==> src/rtl/run_monitor_pkg.sv <==
// Shared definitions for the run-detect FSM blocks.
// Provides the default counter width and the IDLE/RUN state enumeration.
package run_monitor_pkg;

    localparam int unsigned DefaultW = 8;

    typedef enum logic [0:0] {
        StIdle = 1'b0,
        StRun  = 1'b1
    } run_state_e;

endpackage

==> src/rtl/sat_counter.sv <==
// Saturating up-counter with synchronous clear and load-to-one.
// Ports:
//   clk   - rising-edge clock
//   reset - asynchronous active-low reset (count -> 0)
//   clr   - synchronous clear, highest priority
//   load  - load the value 1 (start of a new count)
//   inc   - increment, holding at all-ones once reached
//   cnt   - registered count value
module sat_counter
    import run_monitor_pkg::*;
#(
    parameter int unsigned W = DefaultW
) (
    input  logic         clk,
    input  logic         reset,
    input  logic         clr,
    input  logic         load,
    input  logic         inc,
    output logic [W-1:0] cnt
);

    logic [W-1:0] cnt_q;
    logic [W-1:0] cnt_d;

    always_comb begin
        cnt_d = cnt_q;
        if (clr) begin
            cnt_d = '0;
        end else if (load) begin
            cnt_d = W'(1);
        end else if (inc && (cnt_q != {W{1'b1}})) begin
            cnt_d = cnt_q + W'(1);
        end
    end

    always_ff @(posedge clk or negedge reset) begin
        if (!reset) begin
            cnt_q <= '0;
        end else begin
            cnt_q <= cnt_d;
        end
    end

    assign cnt = cnt_q;

endmodule

==> src/rtl/run_monitor.sv <==
// Run monitor: measures runs of the upstream run-detect flag z and reports
// each completed run as a length record over a valid/ready output.
// Ports:
//   clk, reset - clock and asynchronous active-low reset
//   z          - run-detect flag (synchronous to clk)
//   clr        - synchronous clear of all statistics and output state
//   out_ready  - downstream accepts the record held in out_len
//   out_valid  - out_len holds an unconsumed record
//   out_len    - length of the last accepted completed run
//   event_cnt  - runs started since reset/clr (saturating)
//   cur_len    - length of the current (or most recent) run (saturating)
//   max_len    - longest completed run since reset/clr
//   drop       - sticky: a completed record arrived while the output was full
module run_monitor
    import run_monitor_pkg::*;
#(
    parameter int unsigned W = DefaultW
) (
    input  logic         clk,
    input  logic         reset,
    input  logic         z,
    input  logic         clr,
    input  logic         out_ready,
    output logic         out_valid,
    output logic [W-1:0] out_len,
    output logic [W-1:0] event_cnt,
    output logic [W-1:0] cur_len,
    output logic [W-1:0] max_len,
    output logic         drop
);

    run_state_e   state_q, state_d;
    logic         run_start;
    logic         run_cont;
    logic         rec_valid;

    logic         out_valid_q, out_valid_d;
    logic [W-1:0] out_len_q, out_len_d;
    logic [W-1:0] max_len_q, max_len_d;
    logic         drop_q, drop_d;

    // FSM next-state; clr forces IDLE and suppresses all run events.
    always_comb begin
        state_d   = state_q;
        run_start = 1'b0;
        run_cont  = 1'b0;
        rec_valid = 1'b0;
        if (clr) begin
            state_d = StIdle;
        end else begin
            unique case (state_q)
                StIdle: begin
                    if (z) begin
                        run_start = 1'b1;
                        state_d   = StRun;
                    end
                end
                StRun: begin
                    if (z) begin
                        run_cont = 1'b1;
                    end else begin
                        rec_valid = 1'b1;
                        state_d   = StIdle;
                    end
                end
                default: state_d = StIdle;
            endcase
        end
    end

    // Record path. cur_len still holds the finished run's length on the
    // RUN->IDLE edge, so it is the record value.
    always_comb begin
        out_valid_d = out_valid_q;
        out_len_d   = out_len_q;
        max_len_d   = max_len_q;
        drop_d      = drop_q;
        if (clr) begin
            out_valid_d = 1'b0;
            out_len_d   = '0;
            max_len_d   = '0;
            drop_d      = 1'b0;
        end else if (rec_valid) begin
            if (cur_len > max_len_q) begin
                max_len_d = cur_len;
            end
            if (!out_valid_q || out_ready) begin
                out_len_d   = cur_len;
                out_valid_d = 1'b1;
            end else begin
                drop_d = 1'b1;
            end
        end else if (out_valid_q && out_ready) begin
            out_valid_d = 1'b0;
        end
    end

    always_ff @(posedge clk or negedge reset) begin
        if (!reset) begin
            state_q     <= StIdle;
            out_valid_q <= 1'b0;
            out_len_q   <= '0;
            max_len_q   <= '0;
            drop_q      <= 1'b0;
        end else begin
            state_q     <= state_d;
            out_valid_q <= out_valid_d;
            out_len_q   <= out_len_d;
            max_len_q   <= max_len_d;
            drop_q      <= drop_d;
        end
    end

    sat_counter #(
        .W (W)
    ) u_event_cnt (
        .clk   (clk),
        .reset (reset),
        .clr   (clr),
        .load  (1'b0),
        .inc   (run_start),
        .cnt   (event_cnt)
    );

    sat_counter #(
        .W (W)
    ) u_cur_len (
        .clk   (clk),
        .reset (reset),
        .clr   (clr),
        .load  (run_start),
        .inc   (run_cont),
        .cnt   (cur_len)
    );

    assign out_valid = out_valid_q;
    assign out_len   = out_len_q;
    assign max_len   = max_len_q;
    assign drop      = drop_q;

endmodule

==> config.mk <==
export PLATFORM = sky130hd
export DESIGN_NAME = run_monitor
export DESIGN_NICKNAME = d
export VERILOG_FILES = /design/src/rtl/run_monitor_pkg.sv /design/src/rtl/sat_counter.sv /design/src/rtl/run_monitor.sv
export SDC_FILE = /design/constraint.sdc
export NUM_CORES = 1
export LEC_CHECK = 0
export ABC_AREA = 1
export CORE_ASPECT_RATIO = 1.75
export CORE_MARGIN = 3
export CORE_UTILIZATION = 33
export DETAILED_ROUTE_END_ITERATION = 8
export GPL_TIMING_DRIVEN = 0
export PLACE_DENSITY_LB_ADDON = 0.3
export SLEW_MARGIN = 20
export SYNTH_ARGS = -nofsm -noshare
export SYNTH_HDL_FRONTEND = slang
export SYNTH_SLANG_ARGS = --single-unit
==> constraint.sdc <==
create_clock -name clk -period 1.9 [get_ports clk]
set_input_delay 0.19 -clock clk [delete_from_list [all_inputs] [get_ports clk]]
set_output_delay 0.19 -clock clk [all_outputs]
set_load 0.05 [all_outputs]
==> flow_metrics.py, run 1 <==
metrics = {
    "setup_path": {
        "slowest_stage": "clkdlybuf4s50_1",
        "r2r-start": "u_cur_len.cnt[7]",
        "required_ns": 1.71,
        "crit_family": "buffers and inverters",
        "crit_type": "reg2out",
        "rr_worst_depth": 8,
        "crit_buf_inv": 1,
        "cp_max_fo": 6,
        "cp.arrival_ns": 1.65,
        "r2r-end": "max_len[4]",
        "critPathMaxStageDelay_ns": 0.87,
        "cp-start-kind": "register",
        "cp-end-kind": "primary output",
        "path_cells": "clkdlybuf4s50_1",
        "rrSetupSlack_ns": 0.15,
    },
    "clock_tree": {
        "root_buffer": "clkbuf_8",
        "ctsResizeCount": 0,
        "cts.path.max_buffers": 2,
        "cts_tree": "built",
        "htreeDepth": 2,
        "path_clk_slew_ns": 0.07,
        "cts_made_buffers": 5,
        "cts_num_sinks": 35,
        "clock_latency_ns": 0.29,
    },
    "finish": {
        "fin_nets": 308,
        "regArea_sq_um": 875.8,
        "utilization_pct": 44.97,
        "diodes": 0,
        "drive_above_1_share_pct": 9.184,
        "fillers": 611,
        "area_growth_pct": 30.02,
        "multi_input_area_sq_um": 904.6,
    },
    "floorplanning": {
        "chipWidth_um": 64.31,
        "core_sq_um": 5675,
        "die_area_sq_um": 6947,
        "io_pins": 39,
        "die_h_um": 108.0,
        "placementRows": 36,
        "start_util_pct": 34.59,
    },
    "pwr": {
        "p_total_mw": 1.621,
        "powerDensity_nw_per_um2": 635.1,
        "p_leak_nw": 1.123,
        "ir_drop_v": 0.0003553,
    },
    "synth": {
        "synthesis.nets": 261,
        "synth_cells": 246,
        "yosysWarnings": 0,
        "syn_area_sq_um": 1963,
        "synth_ff_type": "dfrtp_1",
        "synth_seq_cells": 35,
        "synth-edff-count": 0,
        "yosys.area.top_type": "dfrtp_1",
        "ys_seq_area_share_pct": 44.61,
        "synth_most_common_cell": "nand2_1",
        "synthArstFlopShare_pct": 100.0,
        "synth_area_leaders": "dfrtp_1 45%, nand2_1 9.4%, inv_1 7.8%",
        "post_synth_most_frequent_cells": "49 x nand2_1, 41 x inv_1, 35 x dfrtp_1, 30 x nand3_1, 18 x nor2_1",
        "yosys.area.top_type_share_pct": 44.61,
        "avgSynthCellArea_sq_um": 7.980,
        "synthDistinctLibCells": 27,
    },
    "sta": {
        "fmax_mhz": 542.0,
        "worst_pin_slew_ns": 0.5097,
        "fin_worst_skew_ns": 0.002435,
        "hold_viol": 0,
        "fin_crit_sh_pct": 97.10,
        "fin_tns_setup_ns": 0,
        "setup_viol": 0,
        "period_minus_slack_ns": 1.845,
        "rsz0062_at_grt": "false",
        "max_slew_margin_pct": 65.91,
        "hold_ws_ns": 0.3658,
        "slew_viol_final": 0,
    },
    "detailed_routing": {
        "viasPerCell": 4.868,
        "drc": 0,
        "ant_nets": 0,
        "routed_wl_um": 4951,
        "drt_iter0_drc": 57,
        "wl_per_cell_um": 13.38,
        "vias": 1801,
        "first_pass_iters": 4,
    },
    "global_routing": {
        "grt_util_all_layers_pct": 15.88,
        "grt_max_degree": 21,
        "antenna_found_initial": 0,
        "grt_pass1_wl_um": 8562,
        "grt-ovfl-total": 0,
        "grt_pass1_vias": 1874,
    },
    "run": {
        "drv_cap": 0,
    },
    "placement": {
        "io_buffers": 38,
        "hpwlAfterDp_um": 3826,
        "place_congestion": 0.8413,
    },
    "hold_path": {
        "hold_class": "in2async",
    },
    "run_status": {
        "status": "finished, final reports clean",
    },
}
-- power by group --
part | internal (mW) | switching (mW)
clock network | 0.257 | 0.262
registers | 0.771 | 0.0310
logic | 0.0979 | 0.202
total | 1.13 | 0.495
-- final cells by class --
| cell class | count | area share (%) |
|---|---|---|
| clock inverter | 1 | 0.1961 |
| timing repair buffer | 40 | 16.18 |
| multi-input combinational | 165 | 35.44 |
| sequential | 35 | 34.31 |
| tap | 76 | 3.725 |
| clock buffer | 7 | 2.990 |
| buffer | 3 | 0.8333 |
| inverter | 43 | 6.324 |
-- routing by layer --
layer	vias up	wire length (um)	GRT usage, %
li1	892	-	-
met1	857	2042	16.72
met2	41	2620	29.14
met3	11	172	3.534
met4	0	116	7.867
met5	-	0	0
-- how the worst max path moves through the flow --
stage	startpoint	cells past startpoint	slack [ns]	end
after CTS	u_cur_len.cnt[2]	1	0.06	cur_len[2]
after detailed placement	u_cur_len.cnt[7]	8	0.17	max_len[4]
after floorplan	max_len[7]	9	0.08	max_len[0]
after global routing	u_cur_len.cnt[2]	1	0.02	cur_len[2]
final	u_cur_len.cnt[2]	1	0.06	cur_len[2]
after global placement	reset	1	-0.24	out_len[1]
-- cells in the final DEF, fill, tap and decap left out, types with 2 or more instances in the layout --
master           netlist  routed
nand2_2                3       3
nor3_1                 4       4
nand3_1               30      30
clkbuf_1               0       2
o21ai_0               13      13
clkbuf_8               0       5
dfrtp_1               35      35
nand2_1               49      49
inv_1                 41      41
nor2_2                 3       3
clkdlybuf4s50_1        0      37
a21oi_2                2       2
o21ai_1               10      10
nand4_1                4       4
ha_1                  10      10
nor2_1                18      18
nand2_4                3       3
buf_2                  2       3
a21oi_1                5       5
o22ai_1                2       2
xnor2_1                2       2
inv_2                  2       2
-- registers in the layout (all words and copies together), names as in the netlist --
name / cells
drop: 1
max_len: 8
out_len: 8
out_valid: 1
state_q: 1
u_cur_len.cnt: 8
u_event_cnt.cnt: 8
-- timing repair --
item / 4_1_cts / 5_1_grt
buffers inserted: 0 / 0
setup endpoints to repair: 0 / 0
hold endpoints to repair: 15 / 0
hold buffers: 1 / 0
-- cell families (layout without fill, tap and decap cells) --
logic type,count (synthesis),in the layout,synth area share [%]
simple gates,115,115,26.90
xor+xnor,3,3,1.339
compound gates,37,37,11.47
buf+inv,46,94,9.306
fa+ha+maj,10,10,6.373
flops,35,35,44.61
-- through the flow --
step | instance area [sq um] | worst slack (ns) | instances
final | 2552 | 0.05512 | 370
after global routing | 2552 | 0.01658 | 370
after CTS | 2552 | 0.06475 | 370
after detailed placement | 2461 | 0.1693 | 361
after global placement | 2439 | -0.2365 | 360
after floorplan | 1963 | 0.07814 | 246
No activity file was read; power rests on OpenSTA's default activity.
==> run 2, diff against run 1 <==
--- a/config.mk
+++ b/config.mk
@@ -6,12 +6,16 @@
 export NUM_CORES = 1
 export LEC_CHECK = 0
 export ABC_AREA = 1
+export CELL_PAD_IN_SITES_DETAIL_PLACEMENT = 1
+export CELL_PAD_IN_SITES_GLOBAL_PLACEMENT = 1
 export CORE_ASPECT_RATIO = 1.75
 export CORE_MARGIN = 3
 export CORE_UTILIZATION = 33
+export CTS_CLUSTER_DIAMETER = 50
 export DETAILED_ROUTE_END_ITERATION = 8
 export GPL_TIMING_DRIVEN = 0
 export PLACE_DENSITY_LB_ADDON = 0.3
+export REMOVE_ABC_BUFFERS = 1
 export SLEW_MARGIN = 20
 export SYNTH_ARGS = -nofsm -noshare
 export SYNTH_HDL_FRONTEND = slang
==> flow_metrics.py, run 2 (same netlist as run 1, synthesis figures left out) <==
metrics = {
    "sta": {
        "setup_viol": 0,
        "worst_pin_slew_ns": 0.6536,
        "hold_viol": 0,
        "max_slew_margin_pct": 56.29,
        "slew_viol_final": 0,
        "fin_worst_skew_ns": 0.009279,
        "fin_tns_setup_ns": 0,
        "period_minus_slack_ns": 1.805,
        "rsz0062_at_grt": "false",
        "fin_crit_sh_pct": 94.98,
        "setup_ws_ns": 0.09542,
        "fmax_mhz": 554.1,
    },
    "finish": {
        "drive_above_1_share_pct": 8.966,
        "instances_no_fill": 366,
        "final_design_area_no_fill_sq_um": 2537,
        "regArea_sq_um": 875.8,
        "final_common_cell": "nand2_1",
        "utilization_pct": 44.71,
        "fin_nets": 305,
        "diodes": 0,
        "area_growth_pct": 29.25,
        "multi_input_area_sq_um": 912.1,
        "final_cell_mix": "49 x nand2_1, 41 x inv_1, 37 x clkdlybuf4s50_1",
        "fillers": 727,
    },
    "setup_path": {
        "rrSetupSlack_ns": 0.14,
        "cp-end-kind": "primary output",
        "r2r-start": "u_cur_len.cnt[3]",
        "path_cells": "clkdlybuf4s50_1",
        "required_ns": 1.71,
        "slowest_stage": "clkdlybuf4s50_1",
        "crit_type": "reg2out",
        "cp.arrival_ns": 1.61,
        "worstSetupPathDepth": 1,
        "rr_worst_depth": 7,
        "critPathMaxStageDelay_ns": 0.86,
        "cp-endpoint": "event_cnt[4]",
        "crit_family": "buffers and inverters",
        "crit_buf_inv": 1,
        "cp_max_fo": 8,
        "r2r-end": "max_len[3]",
        "cp-start-kind": "register",
        "startpoint": "u_event_cnt.cnt[4]",
    },
    "global_routing": {
        "grt_pass1_wl_um": 8976,
        "grt-ovfl-total": 0,
        "antenna_found_initial": 0,
        "grt_pass1_vias": 1860,
        "grt_util_all_layers_pct": 16.79,
        "grt_max_degree": 24,
    },
    "floorplanning": {
        "io_pins": 39,
        "die_area_sq_um": 6947,
        "placementRows": 36,
        "core_sq_um": 5675,
        "chipWidth_um": 64.31,
        "start_util_pct": 34.59,
        "die_h_um": 108.0,
    },
    "clock_tree": {
        "path_clk_slew_ns": 0.07,
        "htreeDepth": 2,
        "cts_made_buffers": 5,
        "root_buffer": "clkbuf_8",
        "cts_num_sinks": 35,
        "cts_tree": "built",
        "cts.path.max_buffers": 2,
        "postCtsSetupRepairBufs": 0,
        "clock_latency_ns": 0.29,
    },
    "placement": {
        "pre_cts_ws_ns": -0.1471,
        "io_buffers": 38,
        "hpwlAfterDp_um": 4116,
        "placed_cells": 358,
        "dpl-instance-area_sq_um": 2432,
        "place_congestion": 0.8323,
    },
    "hold_path": {
        "hold_class": "in2async",
    },
    "pwr": {
        "ir_drop_v": 0.0003741,
        "powerDensity_nw_per_um2": 649.5,
        "p_leak_nw": 1.113,
    },
    "detailed_routing": {
        "viasPerCell": 4.951,
        "vias": 1812,
        "drc": 0,
        "wl_per_cell_um": 14.71,
        "routed_wl_um": 5384,
        "drt_iter0_drc": 52,
        "first_pass_iters": 4,
        "ant_nets": 0,
    },
    "run_status": {
        "status": "finished, final reports clean",
    },
    "run": {
        "drv_cap": 0,
    },
}
## run 2: layout make-up
class / instances / area share, %
multi-input combinational: 165 / 35.95
sequential: 35 / 34.52
timing repair buffer: 40 / 15.98
inverter: 43 / 6.361
tap: 76 / 3.748
clock buffer: 6 / 3.254
clock inverter: 1 / 0.1972
## run 2: where the power goes
group / leakage, nW / switching (mW) / total, mW / internal (mW)
Clock: 0.0470 / 0.264 / 0.548 / 0.284
Sequential: 0.483 / 0.0302 / 0.801 / 0.771
Combinational: 0.583 / 0.206 / 0.299 / 0.0932
## run 2: metal layers
layer / GRT usage (%) / wire length [um] / up-vias
met3: 2.703 / 142 / 8
met4: 7.110 / 103 / 0
met2: 31.43 / 2983 / 33
met5: 0 / 0 / -
met1: 18.31 / 2154 / 889
li1: - / - / 882
## run 2: metrics by stage
stage / hold slack (ns) / total power [mW]
2_1_floorplan: -0.1056 / 0.9970
3_3_place_gp: 0.4920 / 1.108
3_5_place_dp: 0.1206 / 1.117
4_1_cts: 0.3472 / 1.670
5_1_grt: 0.3693 / 1.727
6_report: 0.3509 / 1.648
## run 2: timing repair
| item | in CTS | in global routing |
|---|---|---|
| gates cloned | 0 | 0 |
| resized for setup | 1 | 1 |
| hold buffers | 1 | 0 |
| setup endpoints to repair | 8 | 8 |
| endpoints found under the hold margin | 12 | 0 |
## run 2: worst min path at each step
stage / startpoint / to / slack (ns) / cells after the start
CTS: reset / u_event_cnt.cnt[3] / 0.35 / 2
global route: reset / u_event_cnt.cnt[3] / 0.37 / 2
floorplan: reset / drop / -0.11 / 0
global placement: drop / drop / 0.49 / 2
finish: reset / max_len[1] / 0.35 / 2
detailed placement: reset / u_event_cnt.cnt[4] / 0.12 / 1
